--- config.mk ---
export PLATFORM = sky130hd
export DESIGN_NAME = prm_edge_mask_scan
export DESIGN_NICKNAME = d
export VERILOG_FILES = /design/src/rtl/prm_edge_mask_scan.sv
export SDC_FILE = /design/constraint.sdc
export NUM_CORES = 1
export LEC_CHECK = 0
export ABC_AREA = 0
export CORE_MARGIN = 3
export CORE_UTILIZATION = 38
export CTS_CLUSTER_SIZE = 12
export DETAILED_ROUTE_END_ITERATION = 8
export GPL_ROUTABILITY_DRIVEN = 0
export MAX_ROUTING_LAYER = met4
export PLACE_DENSITY = 0.69
export SYNTH_ARGS = -nofsm -noshare
export SYNTH_HDL_FRONTEND = slang
export SYNTH_SLANG_ARGS = --single-unit
--- constraint.sdc ---
create_clock -name clk -period 2.5 [get_ports clk]
set_input_delay 0.5 -clock clk [delete_from_list [all_inputs] [get_ports clk]]
set_output_delay 0.5 -clock clk [all_outputs]
set_load 0.03 [all_outputs]
--- src/rtl/prm_edge_mask_scan.sv ---
// Sweeps an edge-index range through a PRM obstacle checker and packs the mask bits into output words.
// Optional build macro PRM_SCAN_POPCNT_EN adds blocked_cnt (count of 1 mask bits delivered this sweep).
module prm_edge_mask_scan #(
    parameter int IDX_W   = 15,
    parameter int WORD_W  = 32,
    parameter int CHK_LAT = 0
) (
    input  logic              clk,
    input  logic              rst_n,
    input  logic              start,
    input  logic              abort,
    input  logic [IDX_W-1:0]  start_idx,
    input  logic [IDX_W-1:0]  end_idx,
    output logic              busy,
    output logic              done,
    output logic              err,
    output logic [IDX_W-1:0]  chk_query,
    input  logic              chk_mask,
    output logic [WORD_W-1:0] out_data,
    output logic              out_valid,
    input  logic              out_ready,
    output logic              out_last
`ifdef PRM_SCAN_POPCNT_EN
    ,
    output logic [IDX_W:0]    blocked_cnt
`endif
);

    localparam int                FILL_W    = $clog2(WORD_W) + 1;
    localparam logic [FILL_W-1:0] FILL_FULL = FILL_W'(WORD_W);
    localparam logic [FILL_W-1:0] FILL_ONE  = FILL_W'(1);
    localparam logic [IDX_W:0]    IDX_ONE   = (IDX_W+1)'(1);

    typedef enum logic [2:0] {
        S_IDLE  = 3'd0,
        S_ISSUE = 3'd1,
        S_DRAIN = 3'd2,
        S_FLUSH = 3'd3,
        S_DONE  = 3'd4
    } state_t;

    state_t              state_r, state_nxt_s;
    logic [IDX_W:0]      idx_r, end_r;
    logic [FILL_W-1:0]   fill_r, inflight_r;
    logic [WORD_W-1:0]   pack_r, out_data_r;
    logic                out_valid_r, out_last_r, err_r, busy_r, done_r;
    logic                busy_nxt_s, done_nxt_s;
    logic                range_err_s, out_free_s, xfer_s, last_s, stall_s;
    logic                issue_s, issue_last_s, arrive_s;
    logic [FILL_W:0]     pending_s;

    assign range_err_s  = (end_idx < start_idx);
    assign out_free_s   = !out_valid_r || out_ready;
    assign pending_s    = {1'b0, fill_r} + {1'b0, inflight_r};
    // Hold issuing once every free pack slot is spoken for and the output word cannot leave
    assign stall_s      = out_valid_r && !out_ready && (pending_s >= {1'b0, FILL_FULL});
    assign issue_s      = (state_r == S_ISSUE) && !stall_s && !abort;
    assign issue_last_s = issue_s && (idx_r == end_r);
    // A word is final once no more queries can be issued and nothing is still returning
    assign last_s       = (state_r != S_ISSUE) && (inflight_r == '0);
    assign xfer_s       = out_free_s && ((fill_r == FILL_FULL) ||
                                         ((state_r == S_FLUSH) && (fill_r != '0)));
    assign chk_query    = idx_r[IDX_W-1:0];

    generate
        if (CHK_LAT == 0) begin : g_comb_chk
            assign arrive_s = issue_s;
        end else begin : g_pipe_chk
            logic [CHK_LAT-1:0] pipe_r;
            // Tag each issued query so its result is captured CHK_LAT cycles later
            always_ff @(posedge clk or negedge rst_n) begin
                if (!rst_n) begin
                    pipe_r <= '0;
                end else if (abort) begin
                    pipe_r <= '0;
                end else begin
                    pipe_r[0] <= issue_s;
                    for (int i = 1; i < CHK_LAT; i++) begin
                        pipe_r[i] <= pipe_r[i-1];
                    end
                end
            end
            assign arrive_s = pipe_r[CHK_LAT-1];
        end
    endgenerate

    // State register with registered status outputs
    always_ff @(posedge clk or negedge rst_n) begin
        if (!rst_n) begin
            state_r <= S_IDLE;
            busy_r  <= 1'b0;
            done_r  <= 1'b0;
        end else begin
            state_r <= state_nxt_s;
            busy_r  <= busy_nxt_s;
            done_r  <= done_nxt_s;
        end
    end

    // Next-state decode; abort overrides everything
    always_comb begin
        state_nxt_s = state_r;
        if (abort) begin
            state_nxt_s = S_IDLE;
        end else begin
            case (state_r)
                S_IDLE: begin
                    if (start) state_nxt_s = range_err_s ? S_DONE : S_ISSUE;
                    else       state_nxt_s = S_IDLE;
                end
                S_ISSUE: begin
                    if (issue_last_s) state_nxt_s = S_DRAIN;
                    else              state_nxt_s = S_ISSUE;
                end
                S_DRAIN: begin
                    if (inflight_r == '0) state_nxt_s = S_FLUSH;
                    else                  state_nxt_s = S_DRAIN;
                end
                S_FLUSH: begin
                    if ((out_valid_r && out_last_r && out_ready) ||
                        ((fill_r == '0) && !out_valid_r)) state_nxt_s = S_DONE;
                    else                                   state_nxt_s = S_FLUSH;
                end
                S_DONE:  state_nxt_s = S_IDLE;
                default: state_nxt_s = S_IDLE;
            endcase
        end
    end

    // Status output decode from the upcoming state
    always_comb begin
        busy_nxt_s = (state_nxt_s != S_IDLE);
        done_nxt_s = (state_nxt_s == S_DONE);
    end

    // Index counter, result packing and the output word register
    always_ff @(posedge clk or negedge rst_n) begin
        if (!rst_n) begin
            idx_r       <= '0;
            end_r       <= '0;
            fill_r      <= '0;
            inflight_r  <= '0;
            pack_r      <= '0;
            out_data_r  <= '0;
            out_valid_r <= 1'b0;
            out_last_r  <= 1'b0;
            err_r       <= 1'b0;
        end else if (abort) begin
            fill_r      <= '0;
            inflight_r  <= '0;
            pack_r      <= '0;
            out_valid_r <= 1'b0;
            out_last_r  <= 1'b0;
        end else if ((state_r == S_IDLE) && start) begin
            idx_r      <= {1'b0, start_idx};
            end_r      <= {1'b0, end_idx};
            err_r      <= range_err_s;
            fill_r     <= '0;
            inflight_r <= '0;
            pack_r     <= '0;
        end else begin
            if (issue_s) idx_r <= idx_r + IDX_ONE;
            case ({issue_s, arrive_s})
                2'b10:   inflight_r <= inflight_r + FILL_ONE;
                2'b01:   inflight_r <= inflight_r - FILL_ONE;
                default: inflight_r <= inflight_r;
            endcase
            // A result arriving with the transfer starts the next word at bit 0
            if (xfer_s) begin
                pack_r <= arrive_s ? {{(WORD_W-1){1'b0}}, chk_mask} : '0;
                fill_r <= arrive_s ? FILL_ONE : '0;
            end else if (arrive_s) begin
                pack_r[fill_r[FILL_W-2:0]] <= chk_mask;
                fill_r                     <= fill_r + FILL_ONE;
            end
            if (xfer_s) begin
                out_data_r  <= pack_r;
                out_valid_r <= 1'b1;
                out_last_r  <= last_s;
            end else if (out_valid_r && out_ready) begin
                out_valid_r <= 1'b0;
                out_last_r  <= 1'b0;
            end
        end
    end

`ifdef PRM_SCAN_POPCNT_EN
    function automatic logic [FILL_W-1:0] count_ones(input logic [WORD_W-1:0] v);
        logic [FILL_W-1:0] c;
        c = '0;
        for (int i = 0; i < WORD_W; i++) begin
            c = c + {{(FILL_W-1){1'b0}}, v[i]};
        end
        return c;
    endfunction

    logic [IDX_W:0] blocked_cnt_r;

    // Count only delivered words so pad bits and aborted results never contribute
    always_ff @(posedge clk or negedge rst_n) begin
        if (!rst_n) begin
            blocked_cnt_r <= '0;
        end else if (abort) begin
            blocked_cnt_r <= blocked_cnt_r;
        end else if ((state_r == S_IDLE) && start) begin
            blocked_cnt_r <= '0;
        end else if (out_valid_r && out_ready) begin
            blocked_cnt_r <= blocked_cnt_r + {{(IDX_W+1-FILL_W){1'b0}}, count_ones(out_data_r)};
        end else begin
            blocked_cnt_r <= blocked_cnt_r;
        end
    end

    assign blocked_cnt = blocked_cnt_r;
`endif

    assign busy      = busy_r;
    assign done      = done_r;
    assign err       = err_r;
    assign out_data  = out_data_r;
    assign out_valid = out_valid_r;
    assign out_last  = out_last_r;

endmodule

== After elaboration in Yosys (flattened, before gate mapping) ==
Index checks and enable logic that the tools add are counted.

* Register bits: 115
* Output and inout bits: 52
* Logic and storage cells: 99

* $add $sub $neg: 5
* Order comparisons: 4
* Equality and inequality tests: 10
* Mux-type cells: 32
* Bitwise logic cells: 2
* Reductions and logical operators: 34

{| class="wikitable"
|+ Operators by type and width
! operator !! number
|-
| 2-to-1 mux 32 bit || 4
|-
| 2-to-1 mux 6 bit || 6
|-
| bitwise mux 32 bit || 1
|-
| 2-to-1 mux 16 bit || 2
|-
| adder 16 x 1 -> 16 bit, second input constant || 1
|-
| == test 16 x 15 -> 1 bit || 1
|-
| less-than comparator 15 bit || 1
|-
| logical AND 1 bit || 14
|-
| adder 6 x 1 -> 6 bit, second input constant || 2
|-
| zero test 6 bit || 2
|-
| 2-to-1 mux 3 bit || 4
|-
| case mux 3 bit (4 select lines) || 1
|-
| case mux 6 bit (2 select lines) || 1
|-
| 2-to-1 mux 1 bit || 11
|-
| nonzero test 4 bit || 2
|-
| adder 6 x 6 -> 7 bit || 1
|-
| >= comparator 7 x 6 -> 1 bit, second input constant || 1
|-
| == test 3 x 2 -> 1 bit, second input constant || 2
|-
| == test 6 bit, second input constant || 1
|-
| less-than comparator 5 x 6 -> 1 bit, second input constant || 1
|-
| AND reduction 2 bit || 3
|-
| nonzero test 3 bit || 2
|-
| nonzero test 6 bit || 1
|-
| subtractor 6 x 1 -> 6 bit, second input constant || 1
|-
| 15 further kinds || 21
|}

== Longest topological paths before layout ==
* Depth in word-level cells: 11
* Mapped depth: 10
* Gate-level depth less buffers: 7

== Worst setup path before layout ==
Ideal clock, no wire load.

* Kind: register to register
* Start: register fill_r[0]
* End: register idx_r[10]
* Setup time: 0.142 ns
* Data arrival time: 2.494 ns
* Required time: 2.358 ns
* Setup slack: -0.137 ns
* Stages on the path, launching flop included: 9
* Clock period less this slack: 2.637 ns
* Cells stage by stage: dfrtp_1 ha_1 fa_1 o41a_1 o31a_1 clkbuf_1 nor2_1 clkbuf_1 o221ai_1

* Word-level cells in the longest chain between the ends: 8

{| class="wikitable"
|+ Ends and longest elaborated chain
! element !! line !! RTL
|-
| start: declaration || 44 || <nowiki>logic [FILL_W-1:0] fill_r, inflight_r;</nowiki>
|-
| start signal: assignment || 171 || <nowiki>fill_r <= arrive_s ? FILL_ONE : '0;</nowiki>
|-
| start signal: assignment || 174 || <nowiki>fill_r <= fill_r + FILL_ONE;</nowiki>
|-
| adder 6 x 6 -> 7 bit || 54 || <nowiki>assign pending_s = {1'b0, fill_r} + {1'b0, inflight_r};</nowiki>
|-
| >= comparator 7 x 6 -> 1 bit || 56 || <nowiki>assign stall_s = out_valid_r && !out_ready && (pending_s >= {1'b0, FILL_FULL});</nowiki>
|-
| logical AND 1 bit || 56 ||
|-
| zero test 1 bit || 57 || <nowiki>assign issue_s = (state_r == S_ISSUE) && !stall_s && !abort;</nowiki>
|-
| logical AND 1 bit (2 in series) || 57 ||
|-
| nonzero test 2 bit (no source line) || - ||
|-
| AND reduction 2 bit (no source line) || - ||
|-
| end signal: assignment || 155 || <nowiki>idx_r <= {1'b0, start_idx};</nowiki>
|-
| end signal: assignment || 162 || <nowiki>if (issue_s) idx_r <= idx_r + IDX_ONE;</nowiki>
|-
| end: declaration || 43 || <nowiki>logic [IDX_W:0] idx_r, end_r;</nowiki>
|}

Every way passes these cells.
A chain may end at the register's enable or synchronous reset.

== Final worst setup path ==
* Start: register fill_r[0]
* End: register pack_r[15]

* Word-level cells in the longest chain between the ends: 9

{| class="wikitable"
|+ Ends and longest elaborated chain
! element !! line !! RTL
|-
| parallel branches: the longest is 9 deep, another holds adder 6 x 6 -> 7 bit || - ||
|-
| end signal: assignment || 170 || <nowiki>pack_r <= arrive_s ? {{(WORD_W-1){1'b0}}, chk_mask} : '0;</nowiki>
|-
| end signal: indexed assignment || 173 || <nowiki>pack_r[fill_r[FILL_W-2:0]] <= chk_mask;</nowiki>
|-
| end: declaration || 45 || <nowiki>logic [WORD_W-1:0] pack_r, out_data_r;</nowiki>
|}

Parallel ways; which one is timed is not known. The select of a mux whose other input is x is not followed.

==> results.json <==
{
  "grt_usage": 0.1880,
  "synth_flop_cell": "dfrtp_1",
  "worst_slew_pin_slew_ns": 0.8233,
  "overflow": 0,
  "vias": 5244,
  "worstReg2RegStart": "fill_r[0]",
  "wirelength_mm": 16.72,
  "clock_latency_ns": 0.43,
  "drive_gt1_frac": 0.1780,
  "yosys-top-cells-area": "dfrtp_1 45%, mux2_4 7.3%, nand2_1 7.0%",
  "ys_seq_elements": 115,
  "leakage_nw": 3.899,
  "crit_type": "flop to flop",
  "yosysUniqueCellTypes": 57,
  "critPathCaptureType": "flop",
  "maxSlewViolCount": 0,
  "yosysSeqAreaShare": 0.4490,
  "die_x_um": 135.9,
  "via_per_inst": 5.508,
  "num_antenna_cells": 0,
  "drc": 0,
  "cts_tree": "built",
  "syn_inst": 635,
  "wl_per_cell_um": 17.56,
  "die_h_um": 135.9,
  "drv_cap": 0,
  "finish.utilization": 0.5176,
  "r2r-end": "pack_r[15]",
  "hold_slack_ns": 0.04003,
  "grt_pass1_vias": 5317,
  "synth_area_per_cell_sq_um": 10.09,
  "gr-usage-met3": 0.04885,
  "grt_first_pass_wirelength_mm": 26.81,
  "dr.pass1.iters": 5,
  "hpwlAfterDp_mm": 11.51,
  "clk_pin_slew_worst_paths_ns": 0.06,
  "grt_util_met1": 0.2333,
  "busiest_layer": "met2",
  "synth_fp_nets": 698,
  "syn_to_final_growth_pct": 30.59,
  "timing.final.crit_share": 0.9769,
  "io_buffer_count": 87,
  "reg2regPathDepth": 9,
  "post-route-min-period_ns": 2.442,
  "ant_nets": 0,
  "grt_antenna_before_repair": 0,
  "cts-root-buf": "clkbuf_16",
  "numCtsBuffers": 17,
  "hold_class": "input port to async pin",
  "cp_max_fo": 5,
  "synth_top_cell_area_share": 0.4490,
  "required_ns": 2.80,
  "initial_core_util": 0.3963,
  "worst-r2r-setup-slack_ns": 0.06,
  "rsz0062_at_grt": "true",
  "grt_max_degree": 54,
  "met2_usage": 0.3048,
  "synth_top_cell_by_area": "dfrtp_1",
  "synth_edf_count": 0,
  "ys_warn_count": 0,
  "power_density_nw_per_um2": 714.5,
  "syn-cell-area_sq_um": 6410,
  "ir_drop_mv": 0.5674,
  "htree_levels": 4,
  "arrival_ns": 2.74,
  "cts_sinks": 115,
  "rows": 46,
  "drt_iter0_drc": 375,
  "fmax_mhz": 409.5,
  "hold_viol": 0,
  "relSlewSlack": 0.4460,
  "synthArstFlopShare": 1.000,
  "coreArea_sq_um": 16170,
  "fin_skew_ns": 0.007920,
  "status": "finished clean",
  "die_area_sq_um": 18460,
  "clockBufferDepth": 2,
  "nNetsFinal": 786,
  "startpoint_type": "flop",
  "final-setup-viol-count": 0,
  "boundaryPins": 88
}
## logic make-up after synthesis
kind of cell             Yosys count  synth area share
AO/OA/AOI/OAI                     82           0.09096
buffers and inverters             84           0.06598
XOR/XNOR                          15           0.02050
adder cells (fa/ha/maj)           27           0.05387
flip-flops                       115            0.4490
multiplexers                      67            0.1292
AND/OR/NAND/NOR                  245            0.1905
## worst max-delay path, cell delays in order (launching register included)
cell,delay [ns]
dfrtp_1,0.41
ha_2,0.20
fa_2,0.32
o41a_1,0.33
buf_4,0.15
o31ai_4,0.24
buf_6,0.19
buf_12,0.13
nand4_1,0.13
mux2i_2,0.21
## state kept, by name, indices dropped and copies added (netlist names)
register / count
inflight_r: 6
fill_r: 6
err: 1
out_data: 32
done: 1
busy: 1
out_valid: 1
end_r: 15
pack_r: 32
idx_r: 16
state_r: 3
out_last: 1
## layout by cell type (no fill, tap or decap), types with 5 or more instances in the layout
master,instances
nand2_1,120
dfrtp_1,114
clkdlybuf4s50_1,86
nand4_1,39
mux2i_1,33
buf_4,32
mux2_4,31
ha_1,25
inv_1,21
clkbuf_16,20
nand3_1,19
a21oi_1,18
xor2_1,15
nor2_1,11
nor3_1,11
o221ai_1,10
nor4_1,9
o211ai_1,8
buf_12,8
inv_6,7
o21ai_0,6
o31ai_1,5
and2_1,5
## stage by stage
step	total power [mW]	cells	setup slack (ns)	setup TNS (ns)	area [sq um]
2_1_floorplan	3.132	635	0.001356	0	6421
3_3_place_gp	3.511	911	-0.04139	-0.3873	7594
3_5_place_dp	3.559	911	-0.1912	-2.480	7594
4_1_cts	5.984	944	0.04324	0	8207
5_1_grt	6.239	952	-0.04031	-0.08831	8371
6_report	5.981	952	0.05787	0	8371
## cell type report
class | instances | area, sq um
timing repair buffer | 131 | 1363
fill | 1387 | 7802
clock inverter | 15 | 158.9
clock buffer | 17 | 425.4
sequential | 115 | 2879
multi-input combinational | 437 | 3196
tap | 216 | 270.3
inverter | 21 | 78.83
## synth_stat cells, drive strengths merged, types with 6 or more instances
cell / instances
nand3: 19
buf: 30
o21ai: 6
ha: 26
nor4: 9
dfrtp: 115
nand2: 120
nand4: 39
o31ai: 6
nor3: 13
o211ai: 8
mux2: 33
o221ai: 12
nor2: 12
clkbuf: 33
inv: 21
mux2i: 34
xor2: 15
a21oi: 20
## what timing repair did
| item | CTS | global route |
|---|---|---|
| pin swaps | 4 | 5 |
| buffers inserted | 1 | 4 |
| endpoints found under the hold margin | 0 | 0 |
| cloned | 0 | 4 |
| gates resized for setup | 4 | 12 |
| hold buffers | 0 | 0 |
| endpoints found under the setup margin | 42 | 30 |
## per-layer routing
layer | part of all wire | wire length, um | vias up
li1 | - | - | 2437
met1 | 0.42 | 7078 | 2604
met2 | 0.50 | 8425 | 174
met3 | 0.055 | 925 | 29
met4 | 0.017 | 291 | 0
met5 | 0 | 0 | -
## power breakdown
| group | internal (mW) | total [mW] | switching [mW] |
|---|---|---|---|
| sequential | 2.02 | 2.27 | 0.256 |
| clock | 1.41 | 2.41 | 1.00 |
| combinational | 0.542 | 1.30 | 0.754 |
| total | 3.97 | 5.98 | 2.01 |
## how the worst max path moves through the flow
stage / from / to / slack [ns] / depth (start not counted)
floorplan: fill_r[0] / idx_r[10] / 0.001 / 8
global placement: start / end_r[6] / -0.04 / 8
detailed placement: start / idx_r[5] / -0.19 / 7
CTS: fill_r[0] / fill_r[4] / 0.04 / 6
global route: fill_r[0] / pack_r[15] / -0.04 / 9
finish: fill_r[0] / pack_r[15] / 0.06 / 9
Power figures use the tool's default switching activity.
